$ cat src/rtl/ddr_tx_sequencer_if.sv
// Stream handshake between fabric logic and the DDR transmit sequencer.
// The producer drives valid/data/last and the sequencer answers with ready.
interface ddr_tx_sequencer_if;
  logic       s_valid;
  logic [1:0] s_data;
  logic       s_last;
  logic       s_ready;

  modport master (output s_valid, output s_data, output s_last, input s_ready);
  modport slave  (input s_valid, input s_data, input s_last, output s_ready);
endinterface

$ cat src/rtl/ddr_tx_sequencer.sv
// Sequences one O_DDR + O_BUFT_DS output lane: OE lead-in, data burst,
// OE trail-out, release. All outputs are registered.
module ddr_tx_sequencer #(
  parameter int unsigned LEAD_CYC  = 2,
  parameter int unsigned TRAIL_CYC = 1,
  parameter int unsigned MAX_BURST = 16,
  parameter logic [1:0]  IDLE_PAT  = 2'b00
) (
  input  logic                 clk,
  input  logic                 rst,
  ddr_tx_sequencer_if.slave    s,
  output logic [1:0]           oddr_d,
  output logic                 oddr_en,
  output logic                 oddr_rst,
  output logic                 buf_oe,
  output logic                 busy,
  output logic                 err_under,
  output logic                 err_overlen,
  input  logic                 err_clr
);

  typedef enum logic [1:0] {
    IDLE,
    LEAD,
    DATA,
    TRAIL
  } state_e;

  localparam logic [7:0] MaxBeats = 8'(MAX_BURST);

  state_e     state_q;
  logic [3:0] cnt_q;
  logic [7:0] beat_q;
  logic       s_ready_q;
  logic [1:0] oddr_d_q;
  logic       oddr_en_q;
  logic       oddr_rst_q;
  logic       buf_oe_q;
  logic       busy_q;
  logic       err_under_q;
  logic       err_overlen_q;

  logic       accept;
  logic [7:0] beat_inc;
  logic       hit_max;
  logic       under_set;
  logic       over_set;

  assign accept    = s.s_valid & s_ready_q;
  assign beat_inc  = beat_q + 8'd1;
  assign hit_max   = (beat_inc == MaxBeats);
  assign under_set = (state_q == DATA) & ~s.s_valid;
  assign over_set  = accept & hit_max & ~s.s_last;

  // The first DATA cycle (ready high, data not yet on the pins) is the final
  // lead-in cycle, and the first TRAIL cycle shows the last beat; this keeps
  // buf_oe high for exactly LEAD_CYC + beats + TRAIL_CYC cycles.
  always_ff @(posedge clk) begin
    if (!rst) begin
      state_q       <= IDLE;
      cnt_q         <= '0;
      beat_q        <= '0;
      s_ready_q     <= 1'b0;
      oddr_d_q      <= IDLE_PAT;
      oddr_en_q     <= 1'b0;
      oddr_rst_q    <= 1'b1;
      buf_oe_q      <= 1'b0;
      busy_q        <= 1'b0;
      err_under_q   <= 1'b0;
      err_overlen_q <= 1'b0;
    end else begin
      oddr_rst_q    <= 1'b0;
      err_under_q   <= under_set | (err_under_q & ~err_clr);
      err_overlen_q <= over_set | (err_overlen_q & ~err_clr);

      case (state_q)
        IDLE: begin
          oddr_d_q <= IDLE_PAT;
          if (s.s_valid) begin
            buf_oe_q  <= 1'b1;
            oddr_en_q <= 1'b1;
            busy_q    <= 1'b1;
            beat_q    <= '0;
            if (LEAD_CYC == 1) begin
              state_q   <= DATA;
              s_ready_q <= 1'b1;
            end else begin
              state_q <= LEAD;
              cnt_q   <= 4'(LEAD_CYC - 1);
            end
          end
        end

        LEAD: begin
          oddr_d_q <= IDLE_PAT;
          if (cnt_q == 4'd1) begin
            state_q   <= DATA;
            s_ready_q <= 1'b1;
          end else begin
            cnt_q <= cnt_q - 4'd1;
          end
        end

        DATA: begin
          if (accept) begin
            oddr_d_q <= s.s_data;
            beat_q   <= beat_inc;
            if (s.s_last || hit_max) begin
              state_q   <= TRAIL;
              s_ready_q <= 1'b0;
              cnt_q     <= 4'(TRAIL_CYC);
            end
          end else begin
            oddr_d_q <= IDLE_PAT;
          end
        end

        TRAIL: begin
          oddr_d_q <= IDLE_PAT;
          if (cnt_q == 4'd0) begin
            state_q   <= IDLE;
            buf_oe_q  <= 1'b0;
            oddr_en_q <= 1'b0;
            busy_q    <= 1'b0;
          end else begin
            cnt_q <= cnt_q - 4'd1;
          end
        end

        default: begin
          state_q   <= IDLE;
          s_ready_q <= 1'b0;
          buf_oe_q  <= 1'b0;
          oddr_en_q <= 1'b0;
          busy_q    <= 1'b0;
          oddr_d_q  <= IDLE_PAT;
        end
      endcase
    end
  end

  assign s.s_ready   = s_ready_q;
  assign oddr_d      = oddr_d_q;
  assign oddr_en     = oddr_en_q;
  assign oddr_rst    = oddr_rst_q;
  assign buf_oe      = buf_oe_q;
  assign busy        = busy_q;
  assign err_under   = err_under_q;
  assign err_overlen = err_overlen_q;

endmodule

$ cat src/flat_wrapper.sv
// flat-port wrapper written by rule: the top's interface ports become plain ports
module ddr_tx_sequencer_flat 
#(
  parameter int unsigned LEAD_CYC  = 2,
  parameter int unsigned TRAIL_CYC = 1,
  parameter int unsigned MAX_BURST = 16,
  parameter logic [1:0]  IDLE_PAT  = 2'b00
)
  (clk, rst, oddr_d, oddr_en, oddr_rst, buf_oe, busy, err_under, err_overlen, err_clr, s_s_valid, s_s_data, s_s_last, s_s_ready);
  ddr_tx_sequencer_if s_i ();
  input  logic clk;
  input  logic rst;
  output logic [1:0] oddr_d;
  output logic oddr_en;
  output logic oddr_rst;
  output logic buf_oe;
  output logic busy;
  output logic err_under;
  output logic err_overlen;
  input  logic err_clr;
  input wire logic [$bits(s_i.s_valid)-1:0] s_s_valid;
  input wire logic [$bits(s_i.s_data)-1:0] s_s_data;
  input wire logic [$bits(s_i.s_last)-1:0] s_s_last;
  output wire logic [$bits(s_i.s_ready)-1:0] s_s_ready;
  assign s_i.s_valid = s_s_valid;
  assign s_i.s_data = s_s_data;
  assign s_i.s_last = s_s_last;
  assign s_s_ready = s_i.s_ready;
  ddr_tx_sequencer #(.LEAD_CYC(LEAD_CYC), .TRAIL_CYC(TRAIL_CYC), .MAX_BURST(MAX_BURST), .IDLE_PAT(IDLE_PAT)) u_core (.clk(clk), .rst(rst), .s(s_i), .oddr_d(oddr_d), .oddr_en(oddr_en), .oddr_rst(oddr_rst), .buf_oe(buf_oe), .busy(busy), .err_under(err_under), .err_overlen(err_overlen), .err_clr(err_clr));
endmodule
$ cat config.mk
export PLATFORM = sky130hd
export DESIGN_NAME = ddr_tx_sequencer_flat
export DESIGN_NICKNAME = d
export VERILOG_FILES = /design/src/rtl/ddr_tx_sequencer_if.sv /design/src/rtl/ddr_tx_sequencer.sv /design/src/flat_wrapper.sv
export SDC_FILE = /design/constraint.sdc
export NUM_CORES = 1
export LEC_CHECK = 0
export CAP_MARGIN = 20
export CORE_MARGIN = 2
export CORE_UTILIZATION = 57
export DETAILED_ROUTE_END_ITERATION = 8
export GPL_TIMING_DRIVEN = 1
export PLACE_DENSITY = 0.94
export SLEW_MARGIN = 10
export SYNTH_ARGS = -nofsm -noshare
export SYNTH_HDL_FRONTEND = slang
export SYNTH_SLANG_ARGS = --single-unit
$ cat constraint.sdc
create_clock -name clk -period 5.27 [get_ports clk]
set_input_delay 0.7905 -clock clk [delete_from_list [all_inputs] [get_ports clk]]
set_output_delay 0.7905 -clock clk [all_outputs]
set_load 0.01 [all_outputs]
**Word level (Yosys, flattened, before mapping)**

Cells that the tools add are included.

- Input bits: 7
- Flip-flop bits (word level): 21
- Output and inout bits: 9
- Word-level logic and storage cells: 71

- Multiplexer cells: 25
- $add $sub $neg: 2
- Reductions and logical operators: 12
- Equality and inequality tests: 12
- Bitwise operators: 11

Operator list:

| kind | count |
|---|---|
| two-way mux 4 bit | 5 |
| two-way mux 8 bit | 2 |
| one-hot mux 4 bit (4 select lines) | 1 |
| one-hot mux 8 bit (2 select lines) | 1 |
| two-way mux 2 bit | 6 |
| AND reduction 5 bit | 2 |
| adder 8 x 1 -> 8 bit (second input constant) | 1 |
| equality test 8 x 5 -> 1 bit (second input constant) | 1 |
| != test 2 bit (second input constant) | 4 |
| one-hot mux 2 bit (4 select lines) | 1 |
| AND 1 bit | 6 |
| two-way mux 1 bit | 6 |
| != test 2 x 1 -> 1 bit (second input constant) | 3 |
| AND reduction 3 bit | 2 |
| nonzero test 2 bit | 3 |
| equality test 2 bit (second input constant) | 2 |
| equality test 4 x 1 -> 1 bit (second input constant) | 1 |
| zero test 4 bit | 1 |
| one-hot mux 1 bit (2 select lines) | 2 |
| one-hot mux 2 bit (2 select lines) | 1 |
| AND reduction 4 bit | 1 |
| subtractor 4 x 1 -> 4 bit (second input constant) | 1 |
| inverter 1 bit | 3 |
| OR reduction 3 bit | 1 |
| 4 further kinds | 5 |

**Logic depth before layout (Yosys ltp)**

- Depth after elaboration: 6
- Gate-level depth with buffers: 9
- Gate-level depth less buffers: 7

**Worst setup path before layout**

No wires, ideal clock.

- Kind: input port to flip-flop
- Start point: in rst
- End point: reg u_core.cnt_q[0]
- Arrival: 1820 ps
- Required time: 5183 ps
- Setup time: 87 ps
- Path slack: 3362 ps
- Cell stages on the path: 4
- Path buffers: 1
- Cells stage by stage: clkbuf_1 clkinv_1 or4_1 o31ai_1

RTL lines:

| element | RTL line | text |
|---|---|---|
| from (decl) | flat_wrapper.sv:12 | `input logic rst;` |
| to (signal assigned) | ddr_tx_sequencer.sv:89 | `cnt_q <= 4'(LEAD_CYC - 1);` |
| to (signal assigned) | ddr_tx_sequencer.sv:100 | `cnt_q <= cnt_q - 4'd1;` |
| to (signal assigned) | ddr_tx_sequencer.sv:111 | `cnt_q <= 4'(TRAIL_CYC);` |
| to (decl) | ddr_tx_sequencer.sv:32 | `logic [3:0] cnt_q;` |

==> summary.txt <==
worst rel slew slack: 58.2%
simple-gate area share of the yosys netlist: 26.3%
most frequent cell after synthesis: dfxtp_1
GP Congestion: 0.825
dpl ws: 2540 ps
HPWL after DPL: 1.88 mm
post-synthesis adder-cell area fraction: 7.56%
cts bufs inserted: 3
Max Fclk: 0.411 GHz
Mean Syn Cell Area: 8.46 sq um
total die area: 2410 sq um
die extent in y: 49.1 microns
# placed instances: 172
post-synthesis mux area share: 5.40%
Antenna diodes: 0
Design Area, Final: 1340 sq um
CTS tree: done
synth-to-layout area growth: 15.3%
post-synthesis xor/xnor area fraction: 0%
pin count of the biggest net entering global routing: 18
drt pass-1 iters: 4
Initial Util: 59.7%
# IOs: 16
post-route ant nets: 0
H-tree depth: 1
antenna violations before repair: 0
Sum Neg Setup Slack: 0 ps
dominant cells by area after synthesis: dfxtp_1, ha_1, nand2_1
fin crit share: 46.2%
WL per Instance: 13.7 microns
Post-synth EDFFs: 0
top cells by count, synth: dfxtp_1, nand2_1, nor2_1
Iteration-0 DRC Markers: 31
Synth top area share: 36.3%
number of global-route vias before repair: 993
Top FF cell, synth: dfxtp_1
CTS resizes: 0
RSZ-0062 raised after global routing: false
CP Data Arrival Time: 2630 ps
Async SR Flop Fraction: 0%
postcts setup bufs: 0
nets: 164
Final Setup Violations: 0
CP max FO: 17
DP Area: 1310 sq um
Psw: 200 uW
hold crit path type: reg2reg
Leak: 0.476 nW
synth warn: 0
GRT Residual Overflow: 0
# rows: 16
internal power: 314 uW
switching share of power: 38.9%
clock root buffer: clkbuf_4
critical path required time: 5470 ps
drt total wl: 2.40 mm
post-synth cell types: 39
Clk pin slew, worst setup/hold paths: 110 ps
Slew Limit Fails: 0
outcome: finished clean
Overall Power: 514 uW
CTS Hold Buffers Added: 0
register area share after synthesis: 36.3%
clock network fraction of design power: 14.3%
CTS Sinks: 21
final worst slack: 2830 ps
Min Hold Slack: 511 ps
Worst Clk Skew: 4.62 ps
area of the mapped netlist: 1160 sq um
syn_nets: 151
end-of-flow core utilization: 68.8%
CORE AREA: 1940 sq um
vias post-DR: 1,020
layout cell share with drive strength beyond 1: 6.71%
crit path launch type: input port
Period minus WS final: 2440 ps
vias per cell: 5.80
I/O Buffers: 15
area leader, netlist: dfxtp_1
Reg power frac: 39.7%
Max clock buf depth: 2
critical path class: in2reg
endpoint class of the critical path: register
actual slew at the worst max-slew pin: 626 ps
Compound-Gate Fraction of Synth Area: 18.6%
Mapped Cells: 137
peak supply drop: 0.000316 V
Synth Register Bits: 21
largest family of logic cells by synthesized area: simple AND/OR/NAND/NOR gates
chip width: 49.1 microns
worst skew pair latency: 290 ps
Max-Cap Viols: 0
first-pass GRT wire length: 4.30 mm
PwrDens: 385 nW/um^2
fin cells: 176
GRT Util Overall: 22.8%
DRC viols: 0
Hold Fails Final Rpt: 0
Gate power share: 46.0%
==> cell usage in the layout, fill, tap and decap left out, types with 2 or more instances in the layout <==
cell / synthesis / layout
dfxtp_1: 21 / 21
clkdlybuf4s50_1: 0 / 15
nand2_1: 14 / 14
nor2_1: 9 / 9
inv_1: 8 / 8
a21oi_1: 8 / 8
o21ai_0: 7 / 7
ha_1: 7 / 7
nor3_1: 5 / 5
o22ai_1: 4 / 4
mux2i_1: 4 / 4
and2_1: 4 / 4
nand3_1: 4 / 4
nor3b_1: 4 / 4
nand2b_1: 3 / 3
and3_1: 3 / 3
clkbuf_4: 0 / 3
a31oi_1: 2 / 2
o21bai_1: 2 / 2
a32o_1: 2 / 2
or4_1: 2 / 2
==> registers in the layout, indices dropped and copies added, names as in the netlist <==
signal              cells
u_core.err_overlen      1
u_core.oddr_rst         1
u_core.s.s_ready        1
u_core.state_q          2
u_core.oddr_en          1
u_core.cnt_q            4
u_core.oddr_d           2
u_core.err_under        1
u_core.beat_q           8
==> worst max-delay path, cell delays in order <==
cell	delay (ps)
clkdlybuf4s50_1	650
clkinv_1	480
or4_1	630
o31ai_1	90
==> power groups by stage <==
stage	clock [mW]	combinational, mW	sequential (mW)
3_3_place_gp	0	0.223	0.205
4_1_cts	0.0768	0.237	0.204
2_1_floorplan	0	0.176	0.205
3_5_place_dp	0	0.235	0.207
6_report	0.0736	0.236	0.204
5_1_grt	0.0872	0.265	0.208
==> final cells by class <==
class	count	area, sq um
Clock buffer	3	22.5
Clock inverter	1	5.00
Fill cell	167	606
Inverter	9	33.8
Multi-Input combinational cell	100	671
Sequential cell	21	420
Tap cell	27	33.8
Timing Repair Buffer	15	150
==> cell families after synthesis <==
group / Yosys count
fa+ha+maj: 7
buf+inv: 16
flops: 21
simple gates: 56
compound gates: 32
mux: 5
==> metal layers <==
metal | track usage (%) | wire length [microns] | up-vias
met3 | 3.37 | 52 | 6
met1 | 25.8 | 1010 | 478
met2 | 41.7 | 1300 | 20
met5 | 0 | 0 | -
met4 | 10.0 | 40 | 0
li1 | - | - | 516
==> path summary, 6_finish.rpt <==
| check | start | end | slack (ps) | cells past startpoint |
|---|---|---|---|---|
| setup reg to reg | u_core.state_q[0] | u_core.cnt_q[1] | 3260 | 7 |
| setup / recovery | rst | u_core.cnt_q[0] | 2830 | 4 |
| hold reg to reg | u_core.cnt_q[1] | u_core.cnt_q[1] | 510 | 2 |
| hold / removal | u_core.cnt_q[1] | u_core.cnt_q[1] | 510 | 2 |
(Power assumes the default switching activity.)
